==> src/rtl/pkg_ula.sv <==
// pkg_ula: shared opcodes, controller state encoding, instruction field positions and width defaults for the ULA sequencer
package pkg_ula;
  localparam int LARG_PC_DEF     = 12;
  localparam int LARG_DADO_DEF   = 16;
  localparam int TIMEOUT_MEM_DEF = 15;
  localparam logic [3:0] OP_ADD = 4'b0000;
  localparam logic [3:0] OP_ULT = 4'b1010;
  localparam logic [3:0] OP_JMP = 4'b1011;
  localparam logic [3:0] OP_BEZ = 4'b1100;
  localparam logic [3:0] OP_MLO = 4'b1101;
  localparam logic [3:0] OP_MHI = 4'b1110;
  localparam logic [3:0] OP_INI = 4'b1111;
  localparam int F_OP    = 12;
  localparam int F_RD    = 8;
  localparam int F_S2    = 4;
  localparam int F_S3    = 0;
  localparam int IMM_MSB = 11;
  typedef enum logic [2:0] {
    BUSCA, ESPERA_MEM, DECOD, ESPERA_MUL, EXEC, ESCRITA, HALT, ERRO
  } estado_t;
endpackage

==> src/rtl/decodif_instr.sv <==
// decodif_instr: combinational decode of instr into codop/rd/s2/s3/imm and class flags (salto, desvio, mul, halt, escreve_reg)
module decodif_instr
  import pkg_ula::*;
#(
  parameter int LARG_DADO = LARG_DADO_DEF
) (
  input  logic [LARG_DADO-1:0] instr,
  output logic [3:0]           codop,
  output logic [3:0]           rd,
  output logic [3:0]           s2,
  output logic [3:0]           s3,
  output logic [LARG_DADO-1:0] imm,
  output logic                 eh_salto,
  output logic                 eh_desvio,
  output logic                 eh_mul,
  output logic                 eh_halt,
  output logic                 escreve_reg
);
  assign codop       = instr[F_OP +: 4];
  assign rd          = instr[F_RD +: 4];
  assign s2          = instr[F_S2 +: 4];
  assign s3          = instr[F_S3 +: 4];
  assign imm         = LARG_DADO'(instr[IMM_MSB:0]);
  assign eh_salto    = codop == OP_JMP;
  assign eh_desvio   = codop == OP_BEZ;
  assign eh_mul      = codop == OP_MLO || codop == OP_MHI;
  assign eh_halt     = codop == OP_INI;
  assign escreve_reg = codop <= OP_ULT || eh_mul;
endmodule

==> src/rtl/unidade_controle.sv <==
// unidade_controle: multi-cycle sequencer (fetch req/ack, decode, ULA drive, regfile strobes, PC, mul stall, halt, fetch timeout)
module unidade_controle
  import pkg_ula::*;
#(
  parameter int LARG_PC     = LARG_PC_DEF,
  parameter int LARG_DADO   = LARG_DADO_DEF,
  parameter int TIMEOUT_MEM = TIMEOUT_MEM_DEF
) (
  input  logic                 clock,
  input  logic                 reset,
  output logic                 im_req,
  output logic [LARG_PC-1:0]   im_addr,
  input  logic                 im_ack,
  input  logic [LARG_DADO-1:0] im_data,
  input  logic [LARG_DADO-1:0] rf_db,
  input  logic                 mul_valido,
  input  logic                 retomar,
  output logic [3:0]           codop,
  output logic [3:0]           s2,
  output logic [3:0]           s3,
  output logic [LARG_DADO-1:0] imm,
  output logic [1:0]           fontecp,
  output logic                 ula_en,
  output logic [3:0]           rf_ra,
  output logic [3:0]           rf_rb,
  output logic                 rf_we,
  output logic [3:0]           rf_wa,
  output logic [LARG_PC-1:0]   pc,
  output logic                 ocupado,
  output logic                 erro
);
  estado_t              estado, prox;
  logic [LARG_DADO-1:0] instr;
  logic [3:0]           cnt;
  logic [LARG_PC-1:0]   pc_prox;
  logic [3:0]           rd;
  logic                 eh_salto, eh_desvio, eh_mul, eh_halt, escreve_reg;
  decodif_instr #(.LARG_DADO(LARG_DADO)) u_dec (
    .instr      (instr),
    .codop      (codop),
    .rd         (rd),
    .s2         (s2),
    .s3         (s3),
    .imm        (imm),
    .eh_salto   (eh_salto),
    .eh_desvio  (eh_desvio),
    .eh_mul     (eh_mul),
    .eh_halt    (eh_halt),
    .escreve_reg(escreve_reg)
  );
  always_comb begin
    prox    = estado;
    pc_prox = pc;
    case (estado)
      BUSCA:      prox = ESPERA_MEM;
      ESPERA_MEM: prox = im_ack ? DECOD : (cnt == 4'(TIMEOUT_MEM - 1)) ? ERRO : ESPERA_MEM;
      DECOD:      prox = (eh_mul && !mul_valido) ? ESPERA_MUL : EXEC;
      ESPERA_MUL: prox = mul_valido ? EXEC : ESPERA_MUL;
      EXEC: begin
        prox    = escreve_reg ? ESCRITA : eh_halt ? HALT : BUSCA;
        pc_prox = eh_salto ? LARG_PC'(imm) : eh_desvio ? ((rf_db == '0) ? LARG_PC'(s2) : pc + 1'b1) : pc;
      end
      ESCRITA: begin
        prox    = BUSCA;
        pc_prox = pc + 1'b1;
      end
      HALT: begin
        prox    = retomar ? BUSCA : HALT;
        pc_prox = retomar ? pc + 1'b1 : pc;
      end
      default: prox = ERRO;
    endcase
  end
  always_ff @(posedge clock) begin
    if (reset) begin
      estado <= BUSCA;
      pc     <= '0;
      cnt    <= '0;
      instr  <= '0;
    end else begin
      estado <= prox;
      pc     <= pc_prox;
      cnt    <= (estado == ESPERA_MEM && !im_ack) ? cnt + 1'b1 : '0;
      if (estado == ESPERA_MEM && im_ack) instr <= im_data;
    end
  end
  assign im_req  = estado == BUSCA || estado == ESPERA_MEM;
  assign im_addr = pc;
  assign ula_en  = estado == EXEC;
  assign fontecp = ula_en ? 2'b01 : 2'b00;
  assign rf_ra   = s2;
  assign rf_rb   = s3;
  assign rf_we   = estado == ESCRITA;
  assign rf_wa   = rd;
  assign ocupado = estado != HALT;
  assign erro    = estado == ERRO;
endmodule

==> config.mk <==
export PLATFORM = sky130hd
export DESIGN_NAME = unidade_controle
export DESIGN_NICKNAME = d
export VERILOG_FILES = /design/src/rtl/pkg_ula.sv /design/src/rtl/decodif_instr.sv /design/src/rtl/unidade_controle.sv
export SDC_FILE = /design/constraint.sdc
export NUM_CORES = 1
export LEC_CHECK = 0
export CAP_MARGIN = 20
export CORE_ASPECT_RATIO = 0.5
export CORE_MARGIN = 2
export CORE_UTILIZATION = 45
export CTS_CLUSTER_SIZE = 16
export DETAILED_ROUTE_END_ITERATION = 8
export PLACE_DENSITY = 0.95
export SKIP_CTS_REPAIR_TIMING = 1
export SYNTH_ARGS = -nofsm -noshare
export SYNTH_HDL_FRONTEND = slang
export SYNTH_HIERARCHICAL = 1
export SYNTH_SLANG_ARGS = --single-unit
==> constraint.sdc <==
create_clock -name clock -period 5.5 [get_ports clock]
set_input_delay 0.55 -clock clock [delete_from_list [all_inputs] [get_ports clock]]
set_output_delay 0.55 -clock clock [all_outputs]
set_load 0.1 [all_outputs]
# Word-level counts from Yosys, hierarchy flattened

Index checks and enable logic that the tools add are counted.

Flip-flop bits (word level): 35
Latch bits: 0
RAM bits: 0
ROM bits: 0
Bits of input ports: 37
Output and inout port bits: 71
Word-level logic and storage cells: 51
Memories: 0

Add/sub/neg operators: 2
Multipliers: 0
Divide/modulo/power cells: 0
Order comparisons: 1
Equality and inequality tests: 16
Shifts and indexed selects: 0
Muxes and demuxes: 14
Bitwise gates (word level): 1
Reduce and logical (&&, ||, !) cells: 13

Operators by type and width:

| cell                                           | number |
|---|---|
| 2-to-1 mux 12 bit                              | 4 |
| case mux 12 bit (3 select lines)               | 1 |
| == test 4 bit (second input constant)          | 6 |
| 2-to-1 mux 3 bit                               | 7 |
| case mux 3 bit (7 select lines)                | 1 |
| logical NOT 16 bit                             | 1 |
| adder 12 x 1 -> 12 bit (second input constant) | 1 |
| == test 3 bit (second input constant)          | 4 |
| == test 3 x 2 -> 1 bit (second input constant) | 2 |
| adder 4 x 1 -> 4 bit (second input constant)   | 1 |
| <= comparator 4 bit (second input constant)    | 1 |
| == test 3 x 1 -> 1 bit (second input constant) | 1 |
| logical AND 1 bit                              | 3 |
| logical NOT 3 bit                              | 1 |
| logical OR 1 bit                               | 3 |
| != test 3 x 1 -> 1 bit (second input constant) | 1 |
| != test 3 bit (second input constant)          | 1 |
| AND reduction 3 bit                            | 1 |
| nonzero test 3 bit                             | 1 |
| logical NOT 1 bit                              | 2 |
| != test 2 bit (second input constant)          | 1 |
| OR reduction 2 bit                             | 1 |
| 2-to-1 mux 1 bit                               | 1 |
| NOT 1 bit                                      | 1 |

# Depth between registers and ports, before layout

Gate-level depths: netlist of run 1.

Word-level depth: 5
Depth in mapped cells: 9
Gate-level depth less buffers: 7

# Cells and area by module

The synthesis of run 1 kept the hierarchy.

Modules (own cells, without submodules):

| module           | times used | cells each | area each (um2) | seq. area each (um2) |
|---|---|---|---|---|
| unidade_controle | 1          | 273        | 2,063.2         | 700.7 |
| decodif_instr    | 1          | 41         | 306.5           | 0.0 |

# Worst setup path before layout of run 1

No wires, ideal clock.

Kind: flip-flop to output port
From: reg estado[1]
To: out fontecp[0]
Data arrival time: 3.345 ns
Data required time: 4.950 ns
Setup slack: 1.605 ns
Cell stages (with the launch flop): 5
Buffers on the path: 3
Cell sequence: dfxtp_1 > buf_4 > clkbuf_1 > nor3_1 > buf_4

Longest elaborated chain between the ends: 2

RTL lines:

| item                     | RTL line               | source |
|---|---|---|
| start: declaration       | unidade_controle.sv:32 | `estado_t estado, prox;` |
| start signal: assignment | unidade_controle.sv:81 | `estado <= prox;` |
| == test 3 bit            | unidade_controle.sv:89 | `assign ula_en = estado == EXEC;` |
| net ula_en               | unidade_controle.sv:23 | `output logic ula_en,` |
| 2-to-1 mux 1 bit         | unidade_controle.sv:90 | `assign fontecp = ula_en ? 2'b01 : 2'b00;` |
| end: declaration         | unidade_controle.sv:22 | `output logic [1:0] fontecp,` |

The timed path passes the listed nets, and every way through them passes these cells.

# Final worst setup path of run 1

From: reg estado[2]
To: out rf_we

Longest elaborated chain between the ends: 1

RTL lines:

| item             | RTL line               | source |
|---|---|---|
| == test 3 bit    | unidade_controle.sv:93 | `assign rf_we = estado == ESCRITA;` |
| end: declaration | unidade_controle.sv:26 | `output logic rf_we,` |

No other way between the ends.

==> results of run 1 <==
## report_power, final
group / leakage [nW] / switching [mW] / internal [mW]
Combinational: 0.730 / 0.350 / 0.114
Sequential: 0.285 / 0.0395 / 0.273
Clock: 0.0515 / 0.0922 / 0.114
## per-stage QoR
step | setup slack [ns] | total power, mW | instance area [sq um]
6_report | 2.43 | 0.983 | 3140
5_1_grt | 2.35 | 1.02 | 3140
4_1_cts | 2.45 | 0.987 | 3140
3_5_place_dp | 2.77 | 0.781 | 3040
3_3_place_gp | 2.87 | 0.774 | 3040
2_1_floorplan | 1.61 | 0.704 | 2380
## cell usage after synthesis, types with 2 or more instances
master and n:
dfxtp_1 35, clkbuf_1 11, a221oi_1 3, nor4_1 4, nor2_1 21, a31oi_1 3, inv_1 3, o21ai_0 9
a32oi_1 3, nand3_1 8, o211ai_1 3, buf_4 55, nand2_1 53, nor3_1 8, conb_1 2, or3_1 2
ha_1 3, and4_1 2, nand2b_1 5, a21oi_1 30, buf_2 2, and2_1 4, xnor2_1 4, xor2_1 2
nand4_1 3, a21o_1 2, nand3b_1 3, nor3b_1 3, mux2i_1 2, a22oi_1 3
## per-layer routing
metal  part of all wire (%)  global-route usage, %
met1                     41                   26.0
met4                   0.61                   5.01
met2                     52                   38.9
met5                      0                      0
met3                    6.3                   5.67
## registers in the layout, summed over array words and instances (netlist names)
signal   count
instr       16
im_addr     12
cnt          4
estado       3
## logic make-up (layout without fill, tap and decap cells)
logic type / after synthesis / after routing / synth area share [%]
simple gates: 124 / 124 / 25.9
buf+inv: 72 / 116 / 20.2
compound gates: 70 / 70 / 19.4
flops: 35 / 35 / 29.6
xor+xnor: 6 / 6 / 2.22
fa+ha+maj: 3 / 3 / 1.58
other cells: 2 / 5 / 0.317
mux: 2 / 2 / 0.845
## worst register-to-register path, stage by stage (launching register included)
cell and delay [ns]:
dfxtp_1 0.48, nand2_1 0.12, nor3b_1 0.23, buf_4 0.22
nor2_1 0.08, a221o_1 0.52, or4_1 0.57, a22o_1 0.21
a21oi_1 0.11
## area by class of cell
cell class                 instances  area [sq um]
fill                             432          1860
sequential                        35           701
tap                               70          87.6
clock buffer                       8           100
multi-input combinational        210          1200
inverter                           4          15.0
timing repair buffer             104          1040
## worst max path at each step
stage	to	slack, ns	cells after the start
6_report	rf_we	2.43	3
5_1_grt	fontecp[0]	2.35	3
4_1_cts	rf_we	2.45	3
3_5_place_dp	rf_we	2.77	3
3_3_place_gp	fontecp[0]	2.87	3
2_1_floorplan	fontecp[0]	1.61	4
==> reports/metrics.cfg, run 1 <==
[clock_tree]
cts_tree = built
htree_levels = 2
cts-root-buf = clkbuf_8
clock_sinks = 35
clk_latency_ns = 0.29
cts.path.max_buffers = 2
cts_made_buffers = 5
clk_pin_slew_ns = 0.07

[min_path]
hold_end = cnt[0]$_SDFF_PP0_
hp-start = cnt[0]$_SDFF_PP0_
hp-class = flip-flop to flip-flop
min_path_cells = 1

[final_layout]
area_delta_synth_final_pct = 32.5
finalNetCount = 400
final_common_cell = clkdlybuf4s50_1
layout-drive-gt1-share_pct = 4.16
final_core_util_pct = 62.8
mostFrequentLayoutCells = clkdlybuf4s50_1 (102), nand2_1 (53), dfxtp_1 (35)
stdcell_count = 431
n_antenna_cell = 0

[logic_synthesis]
avgSynthCellArea_sq_um = 7.55
netlist_top_cells_area = dfxtp_1 (30%), buf_4 (17%), nand2_1 (8.4%)
synth_edf_count = 0
synth_top_area_share_pct = 29.6
ys_async_sr_fraction_pct = 0
syn_area_sq_mm = 0.00237
ys_seq_elements = 35
synth-main-ff-cell = dfxtp_1
yosysTopAreaCell = dfxtp_1
yosys_warnings = 6
synthCells = 314
synth_cell_type_count = 53
yosysSeqAreaShare_pct = 29.6

[critical_path]
cp-end-kind = output port
crit_start = estado[2]$_SDFF_PP0_
timing.rr.start = instr[12]$_SDFFE_PP0P_
crit_required_ns = 4.95
critPathMaxStageDelay_ns = 1.18
reg2reg_to = im_addr[7]$_SDFFE_PP0P_
path_buf_inv = 2
crit_slowest_cell = clkdlybuf4s50_1
ff2ff_setup_slack_ns = 2.92
cp_cell_sequence = inv_2, nor3b_1, clkdlybuf4s50_1
start_kind = flip-flop
crit_type = flip-flop to output port
cp.arrival_ns = 2.52
critPathTopFamily = buffers and inverters
critPathMaxFanout = 15
r2r_cells = 8

[route]
via_count = 2315
wl_per_cell_um = 14.9
drtIter0Drc = 120
first_pass_iters = 5
antenna_left = 0
routed_via_density = 5.37
drc = 0
drt_wl_total_um = 6420

[die]
row_count = 18
io_pins = 108
dieArea_sq_mm = 0.00590
initial_core_util_pct = 47.4
fp.coreArea_sq_mm = 0.00500
dieHeight_um = 55.3
die_w_um = 107

[job]
maxCapViolCount = 0

[sta]
hold_viol_final = 0
finClkSkew_ns = 0.00725
finalSetupViolations = 0
final.period_utilization_pct = 55.8
timing.slew.headroom_pct = 32.9
final_max_slew_viol_count = 0
worst_pin_slew_ns = 1.00
max_freq_mhz = 326
holdWs_ns = 0.481
period_minus_slack_ns = 3.07
tns_ns = 0
grt_setup_unrepaired = false

[power]
cellLeakagePower_nw = 1.07
powerDensity_mw_per_mm2 = 313
ir_drop_v = 0.000171

[placement]
gp_congestion = 0.839
dp.final_hpwl_um = 4770
io_buffers = 102
dp_cells = 423

[global_routing]
grt-ovfl-total = 0
grt_usage_pct = 21.7
grt_pass1_wl_um = 10300
antenna_found_initial = 0
grt_max_degree = 35
grt_pass1_vias = 2129

[status]
status = finished, final reports clean

Note: power is estimated with default switching activity, not from simulation.
==> inputs of run 2 (changes only) <==
--- a/config.mk
+++ b/config.mk
@@ -8,10 +8,10 @@
 export CAP_MARGIN = 20
 export CORE_ASPECT_RATIO = 0.5
 export CORE_MARGIN = 2
-export CORE_UTILIZATION = 45
+export CORE_UTILIZATION = 42
 export CTS_CLUSTER_SIZE = 16
 export DETAILED_ROUTE_END_ITERATION = 8
-export PLACE_DENSITY = 0.95
+export PLACE_DENSITY = 0.92
 export SKIP_CTS_REPAIR_TIMING = 1
 export SYNTH_ARGS = -nofsm -noshare
 export SYNTH_HDL_FRONTEND = slang
==> constraint.sdc (replaced) <==
create_clock -name clock -period 3 [get_ports clock]
set_input_delay 0.3 -clock clock [delete_from_list [all_inputs] [get_ports clock]]
set_output_delay 0.3 -clock clock [all_outputs]
set_load 0.1 [all_outputs]
==> reports/metrics.cfg, run 2 (same netlist as run 1, synthesis figures left out) <==
[status]
status = finished, final reports clean

[sta]
finClkSkew_ns = 0.00413
final_max_slew_viol_count = 0
worst_pin_slew_ns = 0.706
tns_ns = 0
final.period_utilization_pct = 80.8
timing.slew.headroom_pct = 52.9
finalSetupViolations = 0
grt_setup_unrepaired = false
hold_viol_final = 0
period_minus_slack_ns = 2.42
max_freq_mhz = 412
setup_ws_ns = 0.575

[clock_tree]
htree_levels = 2
cts_made_buffers = 5
cts.path.max_buffers = 2
clk_pin_slew_ns = 0.05
clk_latency_ns = 0.28
cts_tree = built
clock_sinks = 35
cts-root-buf = clkbuf_16

[critical_path]
timing.rr.start = instr[13]$_SDFFE_PP0P_
cp-end-kind = flip-flop
start_kind = flip-flop
critPathMaxFanout = 14
cp.arrival_ns = 2.63
reg2reg_to = im_addr[7]$_SDFFE_PP0P_
ff2ff_setup_slack_ns = 0.58
crit_required_ns = 3.21
crit_type = flip-flop to flip-flop
r2r_cells = 7

[global_routing]
grt_max_degree = 21
grt-ovfl-total = 0
grt_pass1_vias = 2021
grt_usage_pct = 19.6
grt_pass1_wl_um = 9750
antenna_found_initial = 0

[min_path]
hp-class = flip-flop to flip-flop
min_path_cells = 1
hp-start = cnt[0]$_SDFF_PP0_
hold_end = cnt[0]$_SDFF_PP0_

[final_layout]
fin_area_sq_mm = 0.00305
area_delta_synth_final_pct = 28.6
n_antenna_cell = 0
regMostFlops = instr
finalNetCount = 402
largest_reg_flops = 16
layout-drive-gt1-share_pct = 23.5
nFillCells = 471
final_common_cell = buf_4
mostFrequentLayoutCells = buf_4 (70), nand2_1 (53), clkdlybuf4s50_1 (36)
final_core_util_pct = 55.7

[placement]
io_buffers = 102
dpl_cell_area_sq_mm = 0.00290
pre_cts_ws_ns = 0.587
gp_congestion = 0.977
dp.final_hpwl_um = 4530

[route]
drc = 0
drt_wl_total_um = 6100
antenna_left = 0
via_count = 2275
routed_via_density = 5.23
first_pass_iters = 4
drtIter0Drc = 102
wl_per_cell_um = 14.0

[die]
dieHeight_um = 57.1
die_w_um = 110
dieArea_sq_mm = 0.00630
initial_core_util_pct = 43.3
row_count = 19
fp.coreArea_sq_mm = 0.00547
io_pins = 108

[power]
powerDensity_mw_per_mm2 = 628
ir_drop_v = 0.000300
cellLeakagePower_nw = 1.23

[job]
maxCapViolCount = 0

## run 2: cell count changes in the layout (fill, tap and decap cells not counted), moves of 5 or more
cell / change
clkbuf_16: +5
buf_4: +68
clkbuf_8: -6
clkdlybuf4s50_1: -66
## run 2: report_power, final
part / internal [mW] / switching (mW)
clock network: 0.324 / 0.184
registers: 0.501 / 0.0687
logic: 0.190 / 0.648
## run 2: how the worst max path moves through the flow
stage	startpoint	endpoint	slack, ns	cells past startpoint
final	instr[13]$_SDFFE_PP0P_	im_addr[7]$_SDFFE_PP0P_	0.58	7
after global routing	instr[13]$_SDFFE_PP0P_	im_addr[7]$_SDFFE_PP0P_	0.35	7
after CTS	instr[13]$_SDFFE_PP0P_	im_addr[7]$_SDFFE_PP0P_	0.59	7
after detailed placement	retomar	im_addr[7]$_SDFFE_PP0P_	0.59	6
after global placement	retomar	im_addr[7]$_SDFFE_PP0P_	0.63	6
after floorplan	estado[1]$_SDFF_PP0_	fontecp[0]	0.30	4
## run 2: through the flow
step | cells | hold slack, ns | total power [mW]
finish | 435 | 0.464 | 1.92
global route | 435 | 0.500 | 1.98
CTS | 435 | 0.468 | 1.92
detailed placement | 428 | 0.453 | 1.42
global placement | 428 | 0.445 | 1.41
floorplan | 317 | 0.430 | 1.29
## run 2: final cells by class
cell class,count,area [sq um],area share [%]
clock buffer,6,139,4.56
clock inverter,1,5.00,0.164
inverter,4,15.0,0.493
multi-input combinational,210,1210,39.7
sequential,35,701,23.0
tap,73,91.3,3.00
timing repair buffer,106,886,29.1
## run 2: worst max-delay path: stages, from the launching register on
cell     delay, ns
dfxtp_1       0.48
nand2_1       0.12
nor3b_1       0.25
nor2_1        0.11
a221o_1       0.49
or4_1         0.56
a22o_1        0.22
a21oi_1       0.12
## run 2: layer usage
layer / GRT usage (%) / vias up / share of wire [%]
met5: 0 / - / 0
met4: 5.71 / 0 / 1.3
met3: 4.57 / 9 / 5.6
met2: 32.0 / 69 / 50
met1: 26.1 / 1066 / 43
li1: - / 1131 / -
